**src/rtl/draw_pkg.sv**
```systemverilog
// rtl/draw_pkg.sv - shared state encoding, geometry defaults and coordinate widths for the box-draw control.
package draw_pkg;

    localparam int BOX_PIXELS_DEF = 16;
    localparam int SCREEN_W_DEF   = 160;
    localparam int SCREEN_H_DEF   = 120;
    localparam int X_W            = 8;
    localparam int Y_W            = 7;
    localparam int COLOUR_W       = 3;

    typedef enum logic [2:0] {
        S_LOAD_X      = 3'd0,
        S_LOAD_X_WAIT = 3'd1,
        S_LOAD_Y      = 3'd2,
        S_LOAD_Y_WAIT = 3'd3,
        S_DRAW        = 3'd4,
        S_DONE        = 3'd5
`ifdef DRAW_CLEAR_EN
        ,
        S_CLEAR       = 3'd6
`endif
    } state_t;

endpackage

```
**src/rtl/sweep_counter.sv**
```systemverilog
// rtl/sweep_counter.sv - 2-D raster wrap counter (x fastest) with enable and a last-position flag.
module sweep_counter #(
    parameter int W  = 160,
    parameter int H  = 120,
    parameter int XW = 8,
    parameter int YW = 7
) (
    input  logic          clk_i,
    input  logic          rst_i,
    input  logic          en_i,
    output logic [XW-1:0] x_o,
    output logic [YW-1:0] y_o,
    output logic          last_o
);

    logic [XW-1:0] x_q;
    logic [YW-1:0] y_q;
    logic          x_wrap;
    logic          y_wrap;

    assign x_wrap = (x_q == XW'(W - 1));
    assign y_wrap = (y_q == YW'(H - 1));

    always_ff @(posedge clk_i or posedge rst_i) begin
        if (rst_i) begin
            x_q <= '0;
            y_q <= '0;
        end else if (en_i) begin
            if (x_wrap) begin
                x_q <= '0;
                y_q <= y_wrap ? '0 : y_q + YW'(1);
            end else begin
                x_q <= x_q + XW'(1);
            end
        end
    end

    assign x_o    = x_q;
    assign y_o    = y_q;
    assign last_o = x_wrap && y_wrap;

endmodule

```
**src/rtl/draw_control.sv**
```systemverilog
// rtl/draw_control.sv - box-draw control FSM: X/Y load strobes, BOX_PIXELS plot burst, done pulse.
// Defining DRAW_CLEAR_EN adds a full-screen clear sweep entered from S_LOAD_X.
module draw_control
    import draw_pkg::*;
#(
    parameter int BOX_PIXELS = BOX_PIXELS_DEF
`ifdef DRAW_CLEAR_EN
    ,
    parameter int SCREEN_W = SCREEN_W_DEF,
    parameter int SCREEN_H = SCREEN_H_DEF
`endif
) (
    input  logic           clock,
    input  logic           reset,
    input  logic           go,
`ifdef DRAW_CLEAR_EN
    input  logic           clear,
    output logic           clr_active,
    output logic [X_W-1:0] clr_x,
    output logic [Y_W-1:0] clr_y,
`endif
    output logic           ld_x,
    output logic           ld_y,
    output logic           ld_colour,
    output logic           enable,
    output logic           plot,
    output logic           busy,
    output logic           done
);

    localparam int               CNT_W    = $clog2(BOX_PIXELS) + 1;
    localparam logic [CNT_W-1:0] CNT_LAST = CNT_W'(BOX_PIXELS - 1);

    state_t           state_q, state_d;
    logic [CNT_W-1:0] cnt_q, cnt_d;
    logic             armed_q, armed_d;
    logic             ld_x_q, ld_y_q, enable_q, plot_q, busy_q, done_q;
    logic             in_clear_d;

`ifdef DRAW_CLEAR_EN
    logic sweep_last;
    logic clr_active_q;

    sweep_counter #(
        .W  (SCREEN_W),
        .H  (SCREEN_H),
        .XW (X_W),
        .YW (Y_W)
    ) u_sweep (
        .clk_i  (clock),
        .rst_i  (reset),
        .en_i   (state_q == S_CLEAR),
        .x_o    (clr_x),
        .y_o    (clr_y),
        .last_o (sweep_last)
    );

    assign in_clear_d = (state_d == S_CLEAR);
    assign clr_active = clr_active_q;
`else
    assign in_clear_d = 1'b0;
`endif

    // armed blocks a key still held from the previous burst from starting a new load.
    always_comb begin
        state_d = state_q;
        cnt_d   = '0;
        armed_d = go ? armed_q : 1'b1;
        case (state_q)
            S_LOAD_X: begin
`ifdef DRAW_CLEAR_EN
                if (clear)
                    state_d = S_CLEAR;
                else
`endif
                if (go && armed_q)
                    state_d = S_LOAD_X_WAIT;
            end
            S_LOAD_X_WAIT: if (!go) state_d = S_LOAD_Y;
            S_LOAD_Y:      if (go)  state_d = S_LOAD_Y_WAIT;
            S_LOAD_Y_WAIT: if (!go) state_d = S_DRAW;
            S_DRAW: begin
                armed_d = 1'b0;
                cnt_d   = cnt_q + CNT_W'(1);
                if (cnt_q == CNT_LAST)
                    state_d = S_DONE;
            end
            S_DONE: state_d = S_LOAD_X;
`ifdef DRAW_CLEAR_EN
            S_CLEAR: begin
                armed_d = 1'b0;
                if (sweep_last)
                    state_d = S_DONE;
            end
`endif
            default: state_d = S_LOAD_X;
        endcase
    end

    // Outputs are registered from the next state so they line up with state_q.
    always_ff @(posedge clock or posedge reset) begin
        if (reset) begin
            state_q  <= S_LOAD_X;
            cnt_q    <= '0;
            armed_q  <= 1'b1;
            ld_x_q   <= 1'b0;
            ld_y_q   <= 1'b0;
            enable_q <= 1'b0;
            plot_q   <= 1'b0;
            busy_q   <= 1'b0;
            done_q   <= 1'b0;
`ifdef DRAW_CLEAR_EN
            clr_active_q <= 1'b0;
`endif
        end else begin
            state_q  <= state_d;
            cnt_q    <= cnt_d;
            armed_q  <= armed_d;
            ld_x_q   <= (state_d == S_LOAD_X_WAIT);
            ld_y_q   <= (state_d == S_LOAD_Y_WAIT);
            enable_q <= (state_d == S_DRAW);
            plot_q   <= (state_d == S_DRAW) || in_clear_d;
            busy_q   <= (state_d == S_DRAW) || in_clear_d;
            done_q   <= (state_d == S_DONE);
`ifdef DRAW_CLEAR_EN
            clr_active_q <= in_clear_d;
`endif
        end
    end

    assign ld_x      = ld_x_q;
    assign ld_y      = ld_y_q;
    assign ld_colour = ld_y_q;
    assign enable    = enable_q;
    assign plot      = plot_q;
    assign busy      = busy_q;
    assign done      = done_q;

endmodule

```
**config.mk**
```make
export PLATFORM = sky130hd
export DESIGN_NAME = draw_control
export DESIGN_NICKNAME = d
export VERILOG_FILES = /design/src/rtl/draw_pkg.sv /design/src/rtl/sweep_counter.sv /design/src/rtl/draw_control.sv
export SDC_FILE = /design/constraint.sdc
export NUM_CORES = 1
export LEC_CHECK = 0
export CORE_UTILIZATION = 29
export CTS_CLUSTER_SIZE = 8
export DETAILED_ROUTE_END_ITERATION = 12
export HOLD_SLACK_MARGIN = 0.02
export SKIP_LAST_GASP = 1
export SYNTH_ARGS = -nofsm -noshare
export SYNTH_HDL_FRONTEND = slang
export SYNTH_SLANG_ARGS = --single-unit
export TNS_END_PERCENT = 50
```
**constraint.sdc**
```tcl
create_clock -name clock -period 1.4 [get_ports clock]
set_input_delay 0.14 -clock clock [delete_from_list [all_inputs] [get_ports clock]]
set_output_delay 0.14 -clock clock [all_outputs]
set_load 0.02 [all_outputs]
```
After elaboration in Yosys (flattened, before gate mapping):

Cells that the tools add are included.

* $add $sub $neg: 1
* $mul: 0
* divide/modulo/power cells: 0
* $lt $le $gt $ge: 0
* equality and inequality tests: 10
* shift operators: 0
* muxes and demuxes: 9
* bitwise gates (word level): 0
* reduce and logical (&&, ||, !) cells: 2

Operators by type and width (number)
* two-way mux 3 bit: 5
* one-hot mux 3 bit (5 select lines): 1
* equality test 3 x 2 -> 1 bit, second input constant: 3
* equality test 3 bit, second input constant: 3
* equality test 3 x 1 -> 1 bit, second input constant: 2
* adder 5 x 1 -> 5 bit, second input constant: 1
* equality test 5 x 4 -> 1 bit, second input constant: 1
* two-way mux 5 bit: 1
* logical NOT 3 bit: 1
* two-way mux 1 bit: 2
* inequality test 2 x 1 -> 1 bit, second input constant: 1
* logical AND 1 bit: 1

* register bits after elaboration: 13
* latch bits: 0
* memory bits (writable): 0
* ROM bits: 0
* input bits: 3
* output and inout bits: 7
* logic and storage cells: 29
* memories: 0

Longest topological paths before layout:

Gate-level depths: netlist of run 1.

* word-level depth: 4
* gate-level depth with buffers: 5
* gate-level depth less buffers: 5

Least setup slack after synthesis of run 1:

OpenSTA, ideal clock, no wires.

* kind: register to register
* from: register cnt_q[0]
* to: register state_q[0]
* library setup time: 0.124 ns
* data arrival time: 1.199 ns
* data required time: 1.276 ns
* slack: 0.078 ns
* cell stages (with the launch flop): 6
* buffers on the path: 0
* clock period less this slack: 1.322 ns
* path through: dfrtp_1 > ha_1 > and3_1 > ha_1 > and2_4 > o21bai_2

* word-level cells in the longest chain between the ends: 3

RTL lines
* start, declared: line draw_control.sv:35 `logic [CNT_W-1:0] cnt_q, cnt_d;`
* start signal, assigned: line draw_control.sv:117 `cnt_q <= cnt_d;`
* equality test 5 x 4 -> 1 bit: line draw_control.sv:85 `if (cnt_q == CNT_LAST)`
* two-way mux 3 bit: line draw_control.sv:85
* one-hot mux 3 bit (5 select lines): line draw_control.sv:69 `case (state_q)`
* named net state_d[0]: line draw_control.sv:34 `state_t state_q, state_d;`
* end signal, assigned: line draw_control.sv:116 `state_q <= state_d;`
* end, declared: line draw_control.sv:34

The timed path passes the listed nets, and every way through them passes these cells.
A chain may end at the register's enable or synchronous reset.

==> impl_metrics.json, run 1 <==
{
  "first_pass_iters": 2,
  "global_route_overflow": 0,
  "ff_latch_area_sq_um": 327,
  "post_cts_hold_buffer_count": 0,
  "seq_area_frac_synth_pct": 58.1,
  "met3_length_um": 42,
  "synth_compound_gate_area_share_pct": 3.79,
  "timing.final.max_slew_violations": 0,
  "critPathKind": "reg2out",
  "timing.final.hold_violations": 0,
  "placeableCoreArea_sq_mm": 0.00176,
  "synth_simple_gate_area_share_pct": 20.3,
  "cts_inserted_buffers": 3,
  "cp_slowest_cell": "clkdlybuf4s50_1",
  "area_growth_pct": 22.5,
  "power_mw": 1.06,
  "cp.buffers_inverters": 1,
  "ctsRootBufferMaster": "clkbuf_4",
  "antenna_found_initial": 0,
  "standby_leakage_power_nw": 0.341,
  "cts_max_level": 1,
  "gp_routability_congestion": 0.670,
  "timing.critical_path.required_ns": 1.26,
  "setup-tns-final_ns": 0,
  "synth_largest_area_cell": "dfrtp_1",
  "multi_input_area_sq_um": 189,
  "synth.ff_latch_count": 13,
  "initial_core_util_pct": 31.8,
  "placedInstanceArea_sq_um": 649,
  "wire_length_of_the_first_global_routing_pass_um": 1230,
  "post_drt_wl_per_cell_um": 9.42,
  "mappedNetlistArea_sq_um": 562,
  "dieArea_sq_mm": 0.00212,
  "die_height_um": 46.0,
  "post_synth.cell_area_avg_sq_um": 11.5,
  "max_slew.worst_pin.slew_ns": 0.471,
  "post_layout_nonfiller_instances": 84,
  "place_inst": 79,
  "grt_start_max_net_pins": 14,
  "antenna_violating_nets_post_route": 0,
  "ys.warnings.count": 0,
  "synth_mux_area_share_pct": 0,
  "detailroute.wirelength.met2_um": 318,
  "fmax_ghz": 0.734,
  "start_kind": "flip-flop",
  "grt_util_all_layers_pct": 8.72,
  "cts_sinks": 13,
  "final_core_util_pct": 39.0,
  "drt_first_iter_violations": 3,
  "synth_top_family_by_area": "simple AND/OR/NAND/NOR gates",
  "rsz0062_at_grt": "true",
  "antennaDiodeCount": 0,
  "power_density_mw_per_mm2": 1540,
  "timing.critical_path.fanout_max": 3,
  "max_slew_margin_pct": 68.6,
  "highest_metal_layer_with_signal_wires": "met3",
  "wl_met1_um": 429,
  "cpLargestDelayFamily": "buffers and inverters",
  "setup-violations-final": 0,
  "grt_pass1_vias": 279,
  "vias": 343,
  "period_minus_slack_ns": 1.36,
  "remaining_drc_errors": 0,
  "clock_skew_ns": 0.00206,
  "clock_edge_transition_at_the_registers_on_the_reported_setup_and_hold_paths_ns": 0.08,
  "yosys.area_share.xor_xnor_pct": 4.68,
  "cts_tree": "built",
  "placement.io_buffers": 9,
  "fraction_of_the_mapped_netlist_area_in_adder_cells_pct": 4.45,
  "layout.nets": 65,
  "filler_cell_count": 186,
  "viasPerCell": 4.08,
  "crit_arrival_ns": 1.22,
  "yosysUniqueCellTypes": 22,
  "clkLatencyLatePin_ns": 0.27,
  "worst_ir_drop_vdd_mv": 0.502,
  "run_status": "finished, final reports clean",
  "final_cell_area_sq_um": 688,
  "cap_violations": 0,
  "max-clock-path-buffers": 2,
  "top_level_ports": 10,
  "final_common_cell": "dfrtp_1",
  "num_rows": 15,
  "crit_path_max_incr_delay_ns": 0.60,
  "synth_fp_nets": 54,
  "hpwlAfterDp_um": 569,
  "critical_path_capture_point_type": "output port",
  "fp.dieW_um": 46.0,
  "routed_wl_um": 791,
  "yosys.area.top_type_share_pct": 53.5,
  "synth_area_leaders": "dfrtp_1, nor2_1, dfstp_2",
  "hp-class": "in2async",
  "min_period_over_period_pct": 97.4,
  "layout-drive-gt1-share_pct": 15.3,
  "commonest_non_fill_non_tap_cells_in_the_layout": "dfrtp_1, nor2_1, clkdlybuf4s50_1",
  "cp_cell_sequence": "clkdlybuf4s50_1",
  "syn_inst": 49
}
## state kept, by name, summed over array words and instances (netlist names)
register   cells
ld_colour      1
state_q        3
done           1
armed_q        1
busy           1
ld_x           1
cnt_q          5
## layout make-up
| class | instances | area share, % |
|---|---|---|
| flip-flops and latches | 13 | 47.5 |
| multi-input cells | 28 | 27.5 |
| repair buffers | 10 | 14.5 |
| well taps | 25 | 4.55 |
| clock buffers | 4 | 3.82 |
| inverters | 4 | 2.18 |
## where the power goes
group	internal (mW)	switching, mW
Clock	0.110	0.116
Combinational	0.157	0.148
Sequential	0.451	0.0807
## synth_stat cells
master    instances
and3_1            1
inv_1             4
dfstp_2           1
o21bai_2          1
and2_1            1
xnor2_1           2
a21oi_1           1
nand2_1           2
xor2_1            1
buf_4             3
nor2_1            8
nor3_1            2
nand3_1           1
nand2b_1          1
buf_6             1
dfrtp_1          12
and2b_1           1
o21ai_1           1
and2_4            1
ha_1              2
nor3b_4           1
nand3b_1          1
## cells by family (layout without fill, tap and decap cells)
kind of cell,Yosys count,count (layout)
compound gates,3,3
xor+xnor,3,3
fa+ha+maj,2,2
buf+inv,8,18
flops,13,13
simple gates,20,20
## metal layers
layer,up-vias,track usage [%]
met3,0,4.76
met4,0,3.53
met2,9,10.4
li1,177,-
met1,157,12.6
met5,-,0
## worst paths after layout
kind | start | endpoint | slack, ns | depth (start not counted)
min reg2reg | armed_q | armed_q | 0.48 | 2
min in group clock | go | armed_q | 0.43 | 2
max in group asynchronous | reset | armed_q | 0.88 | 2
min | reset | cnt_q[3] | 0.17 | 2
max reg2reg | cnt_q[0] | state_q[0] | 0.05 | 5
max | busy | plot | 0.04 | 1
## per-stage QoR
stage | hold slack (ns) | worst slack, ns
after global placement | 0.448 | 0.0504
after floorplan | 0.0162 | 0.0777
after global routing | 0.204 | -0.0151
final | 0.174 | 0.0368
after CTS | 0.181 | 0.00895
after detailed placement | 0.464 | 0.0303
## worst register-to-register path, cell delays in order, from the launching register on
cell and delay [ns]:
dfrtp_1 0.41, ha_2 0.20, and3_1 0.14, ha_1 0.19, and2_4 0.14, o21bai_2 0.17
## timing repair
item	CTS	global route
gates resized for setup	0	2
setup buffers	0	1
endpoints found under the setup margin	0	5
Note: power is estimated with default switching activity, not from simulation.
==> inputs of run 2 (changes only) <==
ABC_AREA = 0   (was unset)
==> results of run 2 <==
Same layout as run 1: the final DEF is identical, and so are final timing and power.
==> inputs of run 3 (changes only) <==
ABC_AREA = 1   (was 0)
==> impl_metrics.json, run 3 <==
{
  "global_route_overflow": 0,
  "clock_power_share_pct": 17.0,
  "antenna_violating_nets_post_route": 0,
  "viasPerCell": 4.02,
  "cts_max_level": 1,
  "synth-edff-count": 0,
  "clkLatencyLatePin_ns": 0.27,
  "final_common_cell": "dfrtp_1",
  "smallest_hold_slack_ns": 0.177,
  "clock_edge_transition_at_the_registers_on_the_reported_setup_and_hold_paths_ns": 0.08,
  "internal-power_mw": 0.831,
  "max_slew_margin_pct": 67.7,
  "place_inst": 97,
  "synth_fp_nets": 71,
  "power_mw": 1.38,
  "timing.critical_path.fanout_max": 3,
  "layout-drive-gt1-share_pct": 23.1,
  "r2r_cells": 10,
  "post_drt_wl_per_cell_um": 8.75,
  "cpLargestDelayFamily": "buffers and inverters",
  "initial_core_util_pct": 32.3,
  "cp.buffers_inverters": 1,
  "dpl_worst_slack_ns": 0.0238,
  "power.switching_fraction_pct": 39.7,
  "fmax_ghz": 0.722,
  "timing.final.max_slew_violations": 0,
  "commonest_non_fill_non_tap_cells_in_the_layout": "dfrtp_1, inv_1, nand2_1",
  "worst_ir_drop_vdd_mv": 0.687,
  "rsz0062_at_grt": "true",
  "synth_largest_area_cell": "dfrtp_1",
  "antenna_found_initial": 0,
  "cts_inserted_buffers": 3,
  "start_kind": "flip-flop",
  "setup-tns-final_ns": 0,
  "hpwlAfterDp_um": 679,
  "cp_slowest_cell": "clkdlybuf4s50_1",
  "gp_routability_congestion": 0.845,
  "placement.io_buffers": 9,
  "synth.ff_latch_count": 13,
  "vias": 414,
  "regToRegStartpoint": "cnt_q[1]",
  "wire_length_of_the_first_global_routing_pass_um": 1430,
  "area_growth_pct": 26.2,
  "min_period_over_period_pct": 98.9,
  "setup-violations-final": 0,
  "max-clock-path-buffers": 2,
  "drt_first_iter_violations": 2,
  "grt_pass1_vias": 345,
  "syn_inst": 66,
  "grt_util_all_layers_pct": 9.66,
  "seq_area_frac_synth_pct": 56.1,
  "yosysUniqueCellTypes": 14,
  "placedInstanceArea_sq_um": 681,
  "power_density_mw_per_mm2": 1880,
  "layout.nets": 84,
  "ys.warnings.count": 0,
  "postSynth.topFlopCell": "dfrtp_1",
  "hp-class": "in2async",
  "clock_skew_ns": 0.00344,
  "worst-r2r-setup-slack_ns": 0.07,
  "largest_reg_flops": 5,
  "cap_violations": 0,
  "power.share.combinational_pct": 43.3,
  "post_cts_hold_buffer_count": 0,
  "crit_path_max_incr_delay_ns": 0.61,
  "antennaDiodeCount": 0,
  "mappedNetlistArea_sq_um": 582,
  "fp.dieW_um": 46.8,
  "synth_async_sr_flop_share_pct": 100,
  "period_minus_slack_ns": 1.38,
  "max_slew.worst_pin.slew_ns": 0.484,
  "worst_slack_ns": 0.0151,
  "grt_start_max_net_pins": 14,
  "register_with_the_most_flip_flops": "cnt_q",
  "timing.final.hold_violations": 0,
  "post_synth.cell_area_avg_sq_um": 8.82,
  "yosys.area.top_type_share_pct": 51.6,
  "critical_path_capture_point_type": "output port",
  "dieArea_sq_mm": 0.00219,
  "cp_cell_sequence": "clkdlybuf4s50_1",
  "routed_wl_um": 901,
  "switchingPower_mw": 0.547,
  "remaining_drc_errors": 0,
  "critPathKind": "reg2out",
  "top_level_ports": 10,
  "num_rows": 15,
  "cts_tree": "built",
  "post_layout_nonfiller_instances": 103,
  "synth_area_leaders": "dfrtp_1, nand2_1, inv_1",
  "ctsRootBufferMaster": "clkbuf_4",
  "crit_arrival_ns": 1.24,
  "largestRegisters": "cnt_q (5), state_q (3)",
  "power_frac_seq_pct": 39.7,
  "timing.critical_path.required_ns": 1.26,
  "die_height_um": 46.8,
  "final_core_util_pct": 40.8,
  "synth.cells.most_frequent": "dfrtp_1, nand2_1, inv_1",
  "cts_sinks": 13,
  "first_pass_iters": 3,
  "reg_to_reg_endpoint": "ld_x",
  "run_status": "finished, final reports clean",
  "final_cell_area_sq_um": 734,
  "placeableCoreArea_sq_mm": 0.00180,
  "standby_leakage_power_nw": 0.368
}
run 3: cell count changes after synthesis, moves of 2 or more:
cell	delta
xnor2_1	-2
inv_2	+2
o21ai_0	+2
nand2_2	+3
nor2_1	+2
a21oi_1	+3
nand2_1	+10
nor3_1	-2
inv_1	+7
run 3: cell type report:
type / instances / area, sq um
clock buffer: 4 / 26.3
fill: 186 / 1070
inverter: 13 / 48.8
multi-input combinational: 37 / 196
sequential: 13 / 327
tap: 25 / 31.3
timing repair buffer: 11 / 105
run 3: worst max-delay path by stage:
stage | cells after the start | endpoint | start
floorplan | 10 | ld_colour | cnt_q[0]
global placement | 10 | ld_colour | cnt_q[0]
detailed placement | 10 | ld_colour | cnt_q[0]
CTS | 1 | busy | busy
global route | 10 | ld_x | cnt_q[0]
finish | 1 | busy | busy
run 3: power groups by stage:
stage | clock network, mW | registers [mW] | logic, mW
2_1_floorplan | 0 | 0.590 | 0.397
3_3_place_gp | 0 | 0.554 | 0.583
3_5_place_dp | 0 | 0.555 | 0.584
4_1_cts | 0.241 | 0.546 | 0.589
5_1_grt | 0.253 | 0.563 | 0.658
6_report | 0.234 | 0.547 | 0.597
run 3: timing repair:
item,4_1_cts,5_1_grt
endpoints found under the setup margin,0,7
gates resized for setup,0,5
buffers inserted,0,2
run 3: routing by layer:
metal / vias up / GRT usage (%) / share of wire (%)
met3: 2 / 1.15 / 2.1
met2: 7 / 13.1 / 45
li1: 220 / - / -
met1: 185 / 13.4 / 51
met4: 0 / 8.57 / 2.0
met5: - / 0 / 0
run 3: kinds of logic (layout without fill, tap and decap cells):
| group | after synthesis | in the layout | share of synthesized area, % |
|---|---|---|---|
| buffers and inverters | 16 | 28 | 12.3 |
| DFF | 13 | 13 | 56.1 |
| and+or+nand+nor | 29 | 29 | 22.2 |
| adders and majority gates | 2 | 2 | 4.30 |
| AOI/OAI and AO/OA | 6 | 6 | 5.16 |
